File: config.mk
export PLATFORM = sky130hd
export DESIGN_NAME = fetch_queue_flat
export DESIGN_NICKNAME = d
export VERILOG_FILES = /design/src/rtl/fetch_queue_pkg.sv /design/src/rtl/fetch_queue_if.sv /design/src/rtl/fetch_queue_fifo_sync.sv /design/src/rtl/fetch_queue.sv /design/src/flat_wrapper.sv
export SDC_FILE = /design/constraint.sdc
export NUM_CORES = 1
export LEC_CHECK = 0
export ABC_AREA = 1
export CAP_MARGIN = 10
export CORE_ASPECT_RATIO = 1.75
export CORE_MARGIN = 8
export CORE_UTILIZATION = 26
export CTS_CLUSTER_SIZE = 40
export DETAILED_ROUTE_END_ITERATION = 7
export PLACE_DENSITY_LB_ADDON = 0.1
export SLEW_MARGIN = 10
export SYNTH_ARGS = -nofsm -noshare
export SYNTH_HDL_FRONTEND = slang
export SYNTH_SLANG_ARGS = --single-unit
File: constraint.sdc
create_clock -name clk -period 5.9 [get_ports clk]
set_input_delay 0.885 -clock clk [delete_from_list [all_inputs] [get_ports clk]]
set_output_delay 0.885 -clock clk [all_outputs]
set_load 0.05 [all_outputs]
File: src/rtl/fetch_queue_pkg.sv
// fetch_queue_pkg: shared widths, reset PC, NOP encoding and the queued {pc, insn} entry type
package fetch_queue_pkg;
  localparam int AWIDTH = 32;
  localparam int DWIDTH = 32;
  localparam int DEF_DEPTH = 2;
  localparam logic [AWIDTH-1:0] DEF_BASEADDR = 32'h0100_0000;
  localparam logic [DWIDTH-1:0] NOP_INSN = 32'h0000_0013;
  typedef struct packed {
    logic [AWIDTH-1:0] pc;
    logic [DWIDTH-1:0] insn;
  } fetch_entry_t;
endpackage

File: src/rtl/fetch_queue_if.sv
// fetch_queue_if: fetch bus (mem req/resp, redirect, decode handshake); master = fetch_queue, slave = memory/execute/decode
interface fetch_queue_if;
  import fetch_queue_pkg::*;
  logic              req_valid_o;
  logic [AWIDTH-1:0] req_addr_o;
  logic              req_ready_i;
  logic              resp_valid_i;
  logic [DWIDTH-1:0] resp_data_i;
  logic              redirect_i;
  logic [AWIDTH-1:0] redirect_pc_i;
  logic              insn_valid_o;
  logic              insn_ready_i;
  logic [AWIDTH-1:0] pc_o;
  logic [DWIDTH-1:0] insn_o;
  modport master (
    output req_valid_o, req_addr_o, insn_valid_o, pc_o, insn_o,
    input  req_ready_i, resp_valid_i, resp_data_i, redirect_i, redirect_pc_i, insn_ready_i
  );
  modport slave (
    input  req_valid_o, req_addr_o, insn_valid_o, pc_o, insn_o,
    output req_ready_i, resp_valid_i, resp_data_i, redirect_i, redirect_pc_i, insn_ready_i
  );
endinterface

File: src/rtl/fetch_queue_fifo_sync.sv
// fifo_sync: DEPTH-entry synchronous fifo; ports clk, rst, flush, push/din, pop/dout, full, empty, count
module fifo_sync #(
  parameter int WIDTH = 8,
  parameter int DEPTH = 2,
  localparam int CW = $clog2(DEPTH + 1)
) (
  input  logic             clk,
  input  logic             rst,
  input  logic             flush,
  input  logic             push,
  input  logic [WIDTH-1:0] din,
  input  logic             pop,
  output logic [WIDTH-1:0] dout,
  output logic             full,
  output logic             empty,
  output logic [CW-1:0]    count
);
  localparam int PW = DEPTH > 1 ? $clog2(DEPTH) : 1;
  logic [WIDTH-1:0] mem_q [DEPTH];
  logic [PW-1:0] wr_q, wr_d, rd_q, rd_d;
  logic [CW-1:0] cnt_q, cnt_d;
  logic do_push, do_pop;
  assign empty = cnt_q == '0;
  assign full = cnt_q == CW'(DEPTH);
  assign count = cnt_q;
  assign dout = mem_q[rd_q];
  assign do_pop = pop && !empty;
  assign do_push = push && (!full || do_pop);
  always_comb begin
    wr_d = flush ? '0 : do_push ? (wr_q == PW'(DEPTH - 1) ? '0 : wr_q + PW'(1)) : wr_q;
    rd_d = flush ? '0 : do_pop ? (rd_q == PW'(DEPTH - 1) ? '0 : rd_q + PW'(1)) : rd_q;
    cnt_d = flush ? '0 : cnt_q + CW'(do_push) - CW'(do_pop);
  end
  always_ff @(posedge clk) begin
    if (rst) begin
      wr_q <= '0;
      rd_q <= '0;
      cnt_q <= '0;
    end else begin
      wr_q <= wr_d;
      rd_q <= rd_d;
      cnt_q <= cnt_d;
    end
    if (do_push && !flush) mem_q[wr_q] <= din;
  end
endmodule

File: src/rtl/fetch_queue.sv
// fetch_queue: owns the PC, issues credit-limited word fetches, queues {pc, insn} for decode, flushes on redirect; ports clk, rst, bus (fetch_queue_if.master)
module fetch_queue
  import fetch_queue_pkg::*;
#(
  parameter int DEPTH = DEF_DEPTH,
  parameter logic [AWIDTH-1:0] BASEADDR = DEF_BASEADDR
) (
  input logic           clk,
  input logic           rst,
  fetch_queue_if.master bus
);
  localparam int CW = $clog2(DEPTH + 1);
  logic [AWIDTH-1:0] pc_q, pc_d, pend_pc;
  logic [CW-1:0] out_q, out_d, disc_q, disc_d, q_count, p_count;
  logic fire, take, drop, deq, q_full, q_empty, p_full, p_empty;
  fetch_entry_t head;
  assign bus.req_valid_o = !rst && !bus.redirect_i && ({1'b0, q_count} + {1'b0, out_q}) < (CW + 1)'(DEPTH);
  assign bus.req_addr_o = pc_q;
  assign fire = bus.req_valid_o && bus.req_ready_i;
  assign take = bus.resp_valid_i && !bus.redirect_i && disc_q == '0 && out_q != '0;
  assign drop = bus.resp_valid_i && !bus.redirect_i && disc_q != '0;
  assign bus.insn_valid_o = !rst && !q_empty && !bus.redirect_i;
  assign deq = bus.insn_valid_o && bus.insn_ready_i;
  assign bus.pc_o = bus.insn_valid_o ? head.pc : '0;
  assign bus.insn_o = bus.insn_valid_o ? head.insn : NOP_INSN;
  always_comb begin
    pc_d = bus.redirect_i ? bus.redirect_pc_i & ~AWIDTH'(3) : fire ? pc_q + AWIDTH'(4) : pc_q;
    out_d = bus.redirect_i ? '0 : out_q + CW'(fire) - CW'(take);
    disc_d = bus.redirect_i ? disc_q + out_q - CW'(bus.resp_valid_i && (disc_q != '0 || out_q != '0))
                            : disc_q - CW'(drop);
  end
  always_ff @(posedge clk) begin
    if (rst) begin
      pc_q <= BASEADDR;
      out_q <= '0;
      disc_q <= '0;
    end else begin
      pc_q <= pc_d;
      out_q <= out_d;
      disc_q <= disc_d;
    end
  end
  fifo_sync #(.WIDTH(AWIDTH), .DEPTH(DEPTH)) u_pend (
    .clk(clk), .rst(rst), .flush(bus.redirect_i), .push(fire), .din(pc_q), .pop(take),
    .dout(pend_pc), .full(p_full), .empty(p_empty), .count(p_count)
  );
  fifo_sync #(.WIDTH($bits(fetch_entry_t)), .DEPTH(DEPTH)) u_queue (
    .clk(clk), .rst(rst), .flush(bus.redirect_i), .push(take), .din({pend_pc, bus.resp_data_i}), .pop(deq),
    .dout(head), .full(q_full), .empty(q_empty), .count(q_count)
  );
  a_no_orphan_resp: assert property (@(posedge clk) disable iff (rst) !(bus.resp_valid_i && out_q == '0 && disc_q == '0));
  a_pend_tracks: assert property (@(posedge clk) disable iff (rst) p_count == out_q);
  a_pend_space: assert property (@(posedge clk) disable iff (rst) !(fire && p_full) && !(take && p_empty));
  a_queue_space: assert property (@(posedge clk) disable iff (rst) !(take && q_full && !deq));
endmodule

File: src/flat_wrapper.sv
// flat-port wrapper written by rule: the top's interface ports become plain ports
module fetch_queue_flat import fetch_queue_pkg::*;
#(
  parameter int DEPTH = DEF_DEPTH,
  parameter logic [AWIDTH-1:0] BASEADDR = DEF_BASEADDR
)
  (clk, rst, bus_req_valid_o, bus_req_addr_o, bus_insn_valid_o, bus_pc_o, bus_insn_o, bus_req_ready_i, bus_resp_valid_i, bus_resp_data_i, bus_redirect_i, bus_redirect_pc_i, bus_insn_ready_i);
  fetch_queue_if bus_i ();
  input logic clk;
  input logic rst;
  output wire logic [$bits(bus_i.req_valid_o)-1:0] bus_req_valid_o;
  output wire logic [$bits(bus_i.req_addr_o)-1:0] bus_req_addr_o;
  output wire logic [$bits(bus_i.insn_valid_o)-1:0] bus_insn_valid_o;
  output wire logic [$bits(bus_i.pc_o)-1:0] bus_pc_o;
  output wire logic [$bits(bus_i.insn_o)-1:0] bus_insn_o;
  input wire logic [$bits(bus_i.req_ready_i)-1:0] bus_req_ready_i;
  input wire logic [$bits(bus_i.resp_valid_i)-1:0] bus_resp_valid_i;
  input wire logic [$bits(bus_i.resp_data_i)-1:0] bus_resp_data_i;
  input wire logic [$bits(bus_i.redirect_i)-1:0] bus_redirect_i;
  input wire logic [$bits(bus_i.redirect_pc_i)-1:0] bus_redirect_pc_i;
  input wire logic [$bits(bus_i.insn_ready_i)-1:0] bus_insn_ready_i;
  assign bus_req_valid_o = bus_i.req_valid_o;
  assign bus_req_addr_o = bus_i.req_addr_o;
  assign bus_insn_valid_o = bus_i.insn_valid_o;
  assign bus_pc_o = bus_i.pc_o;
  assign bus_insn_o = bus_i.insn_o;
  assign bus_i.req_ready_i = bus_req_ready_i;
  assign bus_i.resp_valid_i = bus_resp_valid_i;
  assign bus_i.resp_data_i = bus_resp_data_i;
  assign bus_i.redirect_i = bus_redirect_i;
  assign bus_i.redirect_pc_i = bus_redirect_pc_i;
  assign bus_i.insn_ready_i = bus_insn_ready_i;
  fetch_queue #(.DEPTH(DEPTH), .BASEADDR(BASEADDR)) u_core (.clk(clk), .rst(rst), .bus(bus_i));
endmodule
==> results.ini <==
[sta]
skew_ns=0.0107
period_minus_slack_ns=4.63
slew_violations=0
fin_setup_tns_ns=0
relSlewSlack=0.378
timing.fmax_mhz=216
rsz0062_at_grt=false
period_share=0.784
layout_setup_ws_ns=1.27
finalSetupViolCount=0
hold_violations=0
holdWs_ns=0.453
worstMarginPinSlew_ns=0.932

[finish]
fin_area_sq_um=12700
post-route-util=0.339
fin_nets=1138
drive_gt1_frac=0.119
seq_area_sq_um=6410
diodes=0
multi_input_comb_area_sq_um=2960
fillers=3862
areaGrowthSynthToFinish_pct=29.4

[setup_path]
crit_type=input pin to output pin
reg2reg_slack_ns=2.85
cp_data_arrival_time_ns=3.74
crit_required_ns=5.02
path_delay_family=buffers and inverters
r2r_cells=14
critPathMaxStageDelay_ns=0.72
timing.critical_path.buf_inv=5
crit_path_top_delay_cell=clkdlybuf4s50_1
crit_path_end_kind=output pin
timing.rr.start=u_core.u_queue.count[0]
crit_fanout=34
path_cells=clkdlybuf4s50_1, nor2_8, inv_2, nor2_4, inv_2, buf_4, a21oi_1, clkdlybuf4s50_1
cp-start-kind=input pin
r2r-end=u_core.u_pend.count[1]

[yosys]
ys_seq_area_frac=0.654
synth_seq_cells=228
synth_edf_count=184
synth_most_common_cell=nand2_1
synth_area_sq_um=9790
netlist_instances=897
synth_async_sr_flop_share=0
ys.flop_type=edfxtp_1
synth_cell_type_count=38
yosys-top-cells-area=edfxtp_1, nand2_1, dfxtp_1
synth_warnings=0
yosys.area.top_type_share=0.564
synthTopCellsByCount=nand2_1, edfxtp_1, a21oi_1, inv_1, nor2_1
yosys.area.top_type=edfxtp_1
avgSynthCellArea_sq_um=10.9

[drt]
final_antenna_net_count=0
first_pass_iters=4
wl_per_cell_um=17.8
remaining_drc_errors=0
via_per_inst=4.32
drt_wl_total_um=27600
drt_iter0_drc=255
vias=6723

[placed_design]
dpl.hpwl_um=18900
place.gp.congestion=0.792
placed_area_sq_um=11900
port_buffers=161
post-place-ws_ns=1.17

[hold_path]
min-delay-start=u_core.u_pend.rd_q
hp-class=register to register
min_delay_path_depth=1

[clocking]
htree_num_levels=1
tritoncts=built
cts.repair.resized=0
clk_path_buf_depth=3
clk_pin_slew_ns=0.06
ctsHoldBuffers=0
cts-root-buf=clkbuf_16
clock_sinks=228
cts_setup_buffers=0
worstSkewPairLatency_ns=0.52
cts_made_buffers=24

[grt]
antenna_found_initial=0
grt_usage=0.122
grt_first_pass_wirelength_um=41300
grt_max_degree=63
overflow=0
first_global_vias=6796

[power]
pwr_density_cell_nw_per_um2=277
leakage_nw=4.46
peakVddDrop_mv=0.155

[floorplanning]
initial_core_util=0.262
coreArea_sq_um=37400
die-area_sq_um=44400
die_w_um=163
ios=168
row_count=94
dieHeight_um=273

[run]
max-cap-violations=0

[outcome]
status=completed

[flip-flops by register name, summed over array words and instances (netlist names), named ones only]
name and count:
u_core.out_q 2, u_core.u_queue.rd_q 1, u_core.u_queue.count 2, u_core.disc_q 2
u_core.u_pend.wr_q 1, u_core.u_pend.mem_q 60, u_core.u_pend.count 2, u_core.bus.req_addr_o 30
u_core.u_pend.rd_q 1, u_core.u_queue.wr_q 1, u_core.u_queue.mem_q 124
[cell usage in the layout (no fill, tap or decap), drive strengths merged, types with 2 or more instances in the layout]
cell type,instances
a21oi,84
a31oi,8
buf,14
bufinv,2
clkbuf,32
clkdlybuf4s50,157
clkinv,9
clkinvlp,3
conb,4
dfxtp,44
edfxtp,184
ha,9
inv,63
mux2,30
nand2,282
nand3,27
nand3b,2
nand4,2
nor2,65
nor3,5
o211ai,4
o21ai,21
or2,4
xnor2,10
xor2,8
[report_power, final]
part / leakage [nW] / internal, mW / total, mW / switching, mW
Clock: 0.363 / 0.864 / 1.48 / 0.616
Sequential: 2.02 / 1.76 / 1.80 / 0.0377
Combinational: 2.08 / 0.0958 / 0.231 / 0.135
Total: 4.46 / 2.72 / 3.51 / 0.789
[area by class of cell]
| type | count | share of cell area |
|---|---|---|
| Multi-Input combinational cell | 568 | 0.234 |
| Timing Repair Buffer | 171 | 0.133 |
| Clock buffer | 32 | 0.0515 |
| Tap cell | 480 | 0.0474 |
| Clock inverter | 12 | 0.00889 |
| Inverter | 65 | 0.0194 |
| Sequential cell | 228 | 0.506 |
[cell families (layout without fill, tap and decap cells)]
kind of cell	Yosys count	count (layout)	synth area share
AO/OA/AOI/OAI	119	119	0.0680
XOR/XNOR	18	18	0.0161
adder cells (fa/ha/maj)	10	10	0.0135
buffers and inverters	104	280	0.0465
flip-flops	228	228	0.654
multiplexers	30	30	0.0345
other	1	4	0.000383
AND/OR/NAND/NOR	387	387	0.167
[metrics by stage]
stage          power (mW)  cells
2_1_floorplan        1.95    900
3_3_place_gp         2.07   1512
3_5_place_dp         2.07   1512
4_1_cts              3.58   1556
5_1_grt              3.65   1556
6_report             3.51   1556
[worst max-delay path by stage]
stage	from	to	slack, ns	depth (start not counted)
3_3_place_gp	bus_redirect_i	bus_insn_o[8]	1.16	8
3_5_place_dp	bus_redirect_i	bus_insn_o[8]	1.17	8
4_1_cts	bus_redirect_i	bus_insn_o[8]	1.16	8
6_report	bus_redirect_i	bus_insn_o[8]	1.27	8
5_1_grt	bus_redirect_i	bus_insn_o[8]	1.07	8
2_1_floorplan	rst	u_core.u_queue.mem_q[0][0]	0.90	8
[per-layer routing]
layer  routed length (um)  global-route usage  vias up
li1                     -                   -     3333
met4                  620              0.0400        0
met5                    0                   0        -
met3                 1250              0.0199       34
met1                10500               0.127     3195
met2                15300               0.239      161
(Power assumes the default switching activity.)
